## src/rtl/instr_mem_loader_pkg.sv

```systemverilog
// Shared fetch/memory constants plus the instruction-memory loader state encoding.
package instr_mem_loader_pkg;

    localparam int          WORD_W = 32;
    localparam logic [31:0] PC_INC = 32'd4;

    typedef enum logic [2:0] {
        IDLE  = 3'd0,
        LEN0  = 3'd1,
        LEN1  = 3'd2,
        DATA  = 3'd3,
        WRITE = 3'd4,
        CSUM  = 3'd5,
        DONE  = 3'd6
    } loader_state_t;

    function automatic logic accepts_byte(input loader_state_t s);
        return (s == LEN0) || (s == LEN1) || (s == DATA) || (s == CSUM);
    endfunction

endpackage

```

## src/rtl/instr_mem_loader_byte_packer.sv

```systemverilog
// Packs little-endian bytes into a 32-bit word; word only changes when lane 3 completes it.
module loader_byte_packer
    import instr_mem_loader_pkg::*;
(
    input  logic              clock,
    input  logic              reset,
    input  logic [7:0]        in_byte,
    input  logic [1:0]        lane,
    input  logic              accept,
    output logic [WORD_W-1:0] word,
    output logic              word_full
);

    logic [23:0]       low_r;
    logic [WORD_W-1:0] word_r;
    logic              full_r;

    // Lanes 0-2 collect in a shadow so the published word holds steady between writes.
    always_ff @(posedge clock) begin
        if (reset) begin
            low_r  <= 24'd0;
            word_r <= {WORD_W{1'b0}};
            full_r <= 1'b0;
        end else begin
            full_r <= accept && (lane == 2'd3);
            if (accept) begin
                case (lane)
                    2'd0:    low_r[7:0]   <= in_byte;
                    2'd1:    low_r[15:8]  <= in_byte;
                    2'd2:    low_r[23:16] <= in_byte;
                    2'd3:    word_r       <= {in_byte, low_r};
                    default: word_r       <= word_r;
                endcase
            end
        end
    end

    assign word      = word_r;
    assign word_full = full_r;

endmodule

```

## src/rtl/instr_mem_loader.sv

```systemverilog
// Instruction-memory loader: length-prefixed byte stream -> 32-bit word writes while holding the core.
// Optional trailing XOR checksum byte when LOADER_CHECKSUM_EN is defined.
module instr_mem_loader
    import instr_mem_loader_pkg::*;
#(
    parameter int          DEPTH_WORDS = 64,
    parameter logic [31:0] BASE_ADDR   = 32'h0000_0000
) (
    input  logic        clock,
    input  logic        reset,
    input  logic        start,
    input  logic [7:0]  in_data,
    input  logic        in_valid,
    output logic        in_ready,
    output logic        mem_we,
    output logic [31:0] mem_addr,
    output logic [31:0] mem_wd,
    output logic        cpu_hold,
    output logic        done,
    output logic        err
);

    localparam int IDX_W = $clog2(DEPTH_WORDS) + 1;

    loader_state_t    state_r;
    loader_state_t    state_n;
    logic [15:0]      count_r;
    logic [IDX_W-1:0] idx_r;
    logic [1:0]       lane_r;
    logic             err_r;
    logic [31:0]      addr_r;
    logic             in_ready_r;
    logic             cpu_hold_r;
    logic             done_r;
    logic             accept_s;
    logic             last_s;
    logic [15:0]      len_s;
`ifdef LOADER_CHECKSUM_EN
    logic [7:0]       csum_r;
`endif

    assign accept_s = in_valid && in_ready_r;
    assign len_s    = {in_data, count_r[7:0]};
    assign last_s   = ((16'(idx_r) + 16'd1) == count_r);

    // Next-state decode.
    always_comb begin
        state_n = state_r;
        case (state_r)
            IDLE:  if (start) state_n = LEN0; else state_n = IDLE;
            LEN0:  if (accept_s) state_n = LEN1; else state_n = LEN0;
            LEN1: begin
                if (!accept_s)                     state_n = LEN1;
                else if (len_s == 16'd0)           state_n = DONE;
                else if (len_s > 16'(DEPTH_WORDS)) state_n = DONE;
                else                               state_n = DATA;
            end
            DATA:  if (accept_s && (lane_r == 2'd3)) state_n = WRITE; else state_n = DATA;
            WRITE: begin
                if (!last_s) state_n = DATA;
`ifdef LOADER_CHECKSUM_EN
                else         state_n = CSUM;
`else
                else         state_n = DONE;
`endif
            end
            CSUM:  if (accept_s) state_n = DONE; else state_n = CSUM;
            DONE:  state_n = IDLE;
            default: state_n = IDLE;
        endcase
    end

    // State register.
    always_ff @(posedge clock) begin
        if (reset) state_r <= IDLE;
        else       state_r <= state_n;
    end

    // Length, word index, lane, write address and sticky error.
    always_ff @(posedge clock) begin
        if (reset) begin
            count_r <= 16'd0;
            idx_r   <= {IDX_W{1'b0}};
            lane_r  <= 2'd0;
            err_r   <= 1'b0;
            addr_r  <= BASE_ADDR;
`ifdef LOADER_CHECKSUM_EN
            csum_r  <= 8'd0;
`endif
        end else begin
            case (state_r)
                IDLE: if (start) begin
                    count_r <= 16'd0;
                    idx_r   <= {IDX_W{1'b0}};
                    lane_r  <= 2'd0;
                    err_r   <= 1'b0;
`ifdef LOADER_CHECKSUM_EN
                    csum_r  <= 8'd0;
`endif
                end
                LEN0: if (accept_s) count_r[7:0] <= in_data;
                LEN1: if (accept_s) begin
                    count_r[15:8] <= in_data;
                    if (len_s > 16'(DEPTH_WORDS)) err_r <= 1'b1;
                end
                DATA: if (accept_s) begin
                    lane_r <= lane_r + 2'd1;
`ifdef LOADER_CHECKSUM_EN
                    csum_r <= csum_r ^ in_data;
`endif
                    // Address is captured with the last byte so it lines up with the write cycle.
                    if (lane_r == 2'd3) addr_r <= BASE_ADDR + 32'(idx_r) * PC_INC;
                end
                WRITE: idx_r <= idx_r + {{(IDX_W-1){1'b0}}, 1'b1};
`ifdef LOADER_CHECKSUM_EN
                CSUM: if (accept_s && (in_data != csum_r)) err_r <= 1'b1;
`endif
                default: begin
                end
            endcase
        end
    end

    // Status outputs registered from the upcoming state.
    always_ff @(posedge clock) begin
        if (reset) begin
            in_ready_r <= 1'b0;
            cpu_hold_r <= 1'b0;
            done_r     <= 1'b0;
        end else begin
            in_ready_r <= accepts_byte(state_n);
            cpu_hold_r <= (state_n != IDLE) && (state_n != DONE);
            done_r     <= (state_n == DONE);
        end
    end

    loader_byte_packer u_packer (
        .clock     (clock),
        .reset     (reset),
        .in_byte   (in_data),
        .lane      (lane_r),
        .accept    (accept_s && (state_r == DATA)),
        .word      (mem_wd),
        .word_full (mem_we)
    );

    assign in_ready = in_ready_r;
    assign mem_addr = addr_r;
    assign cpu_hold = cpu_hold_r;
    assign done     = done_r;
    assign err      = err_r;

endmodule

```

## config.mk

```make
export PLATFORM = sky130hd
export DESIGN_NAME = instr_mem_loader
export DESIGN_NICKNAME = d
export VERILOG_FILES = /design/src/rtl/instr_mem_loader_pkg.sv /design/src/rtl/instr_mem_loader_byte_packer.sv /design/src/rtl/instr_mem_loader.sv
export SDC_FILE = /design/constraint.sdc
export NUM_CORES = 1
export LEC_CHECK = 0
export BUFFER_PORTS_ARGS = -buffer_cell sky130_fd_sc_hd__clkbuf_2
export CAP_MARGIN = 20
export CORE_UTILIZATION = 52
export DETAILED_ROUTE_END_ITERATION = 6
export GPL_TIMING_DRIVEN = 1
export MAX_ROUTING_LAYER = met4
export PLACE_DENSITY = 0.81
export SYNTH_ARGS = -nofsm -noshare
export SYNTH_HDL_FRONTEND = slang
export SYNTH_HIERARCHICAL = 1
export SYNTH_SLANG_ARGS = --single-unit
```

## constraint.sdc

```tcl
create_clock -name clock -period 4.6 [get_ports clock]
set_input_delay 0.23 -clock clock [delete_from_list [all_inputs] [get_ports clock]]
set_output_delay 0.23 -clock clock [all_outputs]
set_load 0.05 [all_outputs]
```

==> reports/qor.yml <==
final_layout:
  area_growth_pct: 8.76
  diodes: 0
  finalNetCount: 520
  nFillCells: 706
  drive_above_1_share_pct: 16.0
  instances_no_fill: 616
  utilization_pct: 58.4
clock_tree:
  htreeDepth: 3
  clkSinkCount: 96
  post_cts_resized: 0
  clk_pin_slew_ns: 0.10
  hold_buffers: 0
  post-cts-setup-buffers: 0
  cts_made_buffers: 9
  clock_latency_ns: 0.37
  cts_tree: "yes"
  cts_root_buffer: "clkbuf_8"
  clk_path_buf_depth: 2
worst_setup_path:
  cp_slowest_cell: "and3_1"
  reg2reg_slack_ns: 2.26
  cp-start-kind: "flip-flop"
  crit_arrival_ns: 2.64
  worstSetupEndpointType: "flip-flop"
  path_class: "reg -> reg"
  cp_max_fo: 12
  cp_cell_sequence: "nand2b_1 -> nor2_1 -> and3_1 -> mux2i_1"
  slowest_delay_ns: 0.74
  required_ns: 4.90
placed_design:
  gp_congestion: 0.847
  dp.cells: 600
  numPortBuffers: 55
  dp_hpwl_um: 6360
synthesis:
  synth_edf_count: 0
  ys_seq_area_share_pct: 43.5
  yosysWarnings: 6
  yosys.area_share.adder_pct: 0.567
  synth_top_family_by_area: "simple AND/OR/NAND/NOR gates"
  synth-xor-area-share_pct: 1.96
  yosys.area_share.simple_pct: 23.0
  synth.mux.area_fraction_pct: 14.3
  synth_area_um2: 4410
  synthArstFlopShare_pct: 0
  synth_cell_types: 56
  synth_flop_cell: "dfxtp_1"
  syn_inst: 468
  synth-seq-cells: 96
  syn_avg_cell_area_um2: 9.43
  synth_compound_area_share_pct: 8.87
sta:
  post-route-period-util_pct: 51.0
  slew_viol_final: 0
  finalSetupTns_ns: 0
  fmax_mhz: 427
  hold_viol_final: 0
  worst_slew_pin_slew_ns: 0.932
  period_needed_ns: 2.34
  rsz0062_at_grt: "no"
  report.final.setup_viol: 0
  relSlewSlack_pct: 37.9
  skew_ns: 0.0183
detailed_routing:
  vias_per_cell: 5.45
  wirelength_um: 9190
  detail_route.iter0.violations: 229
  vias: 3355
  drc: 0
  drt-pass1-iter-count: 4
  wl_per_cell_um: 14.9
  postRouteAntennaNets: 0
floorplanning:
  fp-row-count: 33
  dieArea_um2: 8860
  num_io_pins: 81
  coreArea_um2: 8220
  initial_core_util_pct: 53.7
  die_w_um: 94.1
  die_h_um: 94.1
run_status:
  outcome: "complete, no violations"
worst_hold_path:
  hold_class: "in -> reg"
global_route:
  grt_pass1_vias: 3158
  grt_pass1_wl_um: 15100
  antenna_found_initial: 0
  grt_max_degree: 55
  grt_overflow: 0
  track_usage_pct: 22.4
power:
  power_density_nw_per_um2: 370
  irDropWorstVdd_mv: 0.193
  p_leak_uw: 0.00209
job:
  drv_cap: 0
## area by class of cell
class / instances / area (µm²) / share of cell area, %
Timing Repair Buffer: 57 / 290 / 6.05
Inverter: 3 / 11.3 / 0.235
Clock inverter: 7 / 81.3 / 1.69
Sequential cell: 96 / 1920 / 40.0
Tap cell: 105 / 131 / 2.74
Multi-Input combinational cell: 339 / 2240 / 46.7
Clock buffer: 9 / 124 / 2.58
## power by group
group          total [µW]  leakage, µW  internal, µW  switching (µW)
logic                 323      0.00121          95.0             228
registers             903     0.000774           858            44.7
clock network         552     0.000104           218             334
total                1780      0.00209          1170             606
## Yosys cell counts (all sizes together) (5+ instances only)
master / instances / area [µm²]
dfxtp: 96 / 1920
nand2b: 68 / 425
mux2i: 63 / 631
buf: 41 / 282
a21oi: 29 / 145
nor2: 27 / 104
nand3: 24 / 125
nand2: 20 / 75.1
clkbuf: 13 / 48.8
a31oi: 7 / 43.8
o21ai: 6 / 30.0
nor4: 5 / 31.3
xnor2: 5 / 43.8
## layer usage
metal / global-route usage (%) / vias to the layer above / share of wire, %
met5: - / - / 0
met4: 8.72 / 0 / 1.7
met3: 4.69 / 12 / 4.4
met2: 34.3 / 104 / 47
met1: 28.9 / 1594 / 47
li1: - / 1645 / -
## sequential cells by signal (all words and copies together) (netlist names)
| signal | cells |
|---|---|
| u_packer/word | 32 |
| u_packer/low_r | 24 |
| count_r | 16 |
| idx_r | 7 |
| mem_addr | 7 |
| state_r | 3 |
| lane_r | 2 |
| cpu_hold | 1 |
| done | 1 |
| err | 1 |
| in_ready | 1 |
| u_packer/word_full | 1 |
## critical path, delay by kind of cell (launching register included)
kind             cells  cell delay (ns)
flip-flops           1             0.57
multiplexers         1             0.26
AND/OR/NAND/NOR      3             1.44
## stage by stage
| step | total power, µW | setup WS (ns) | hold slack, ns | instance area [µm²] |
|---|---|---|---|---|
| 2_1_floorplan | 1180 | 2.53 | 0.321 | 4500 |
| 4_1_cts | 1790 | 2.30 | 0.135 | 4800 |
| 6_report | 1780 | 2.26 | 0.148 | 4800 |
| 3_3_place_gp | 1220 | 2.50 | 0.442 | 4600 |
| 5_1_grt | 1850 | 2.10 | 0.140 | 4800 |
| 3_5_place_dp | 1240 | 2.31 | 0.445 | 4600 |
## path summary, 6_finish.rpt
check,from,to,cells after the start
setup reg to reg,state_r[0]$_SDFF_PP0_,u_packer/word[15]$_SDFFE_PP0P_,4
hold reg to reg,count_r[14]$_SDFFE_PP0P_,count_r[14]$_SDFFE_PP0P_,2
setup / recovery,state_r[0]$_SDFF_PP0_,u_packer/word[15]$_SDFFE_PP0P_,4
hold / removal,in_data[4],count_r[4]$_SDFFE_PP0P_,3
## placed cells by master (no fill, tap or decap), types with 4 or more instances in the layout
cell / instances
nor2_1: 26
o21ai_0: 6
a31oi_1: 7
nor4_1: 5
a21oi_1: 29
clkbuf_2: 55
nand3_1: 23
dfxtp_1: 96
nand2b_1: 68
xnor2_1: 5
nand2_1: 20
mux2i_1: 63
nand3b_1: 4
conb_1: 25
clkbuf_8: 9
## cells by family after synthesis
kind of cell | Yosys count
xor gates and xnor gates | 9
muxes | 63
other | 1
adders and majority gates | 2
and+or+nand+nor | 177
buffers and inverters | 57
AOI/OAI and AO/OA | 63
DFF | 96
No activity file was read; power rests on OpenSTA's default activity.
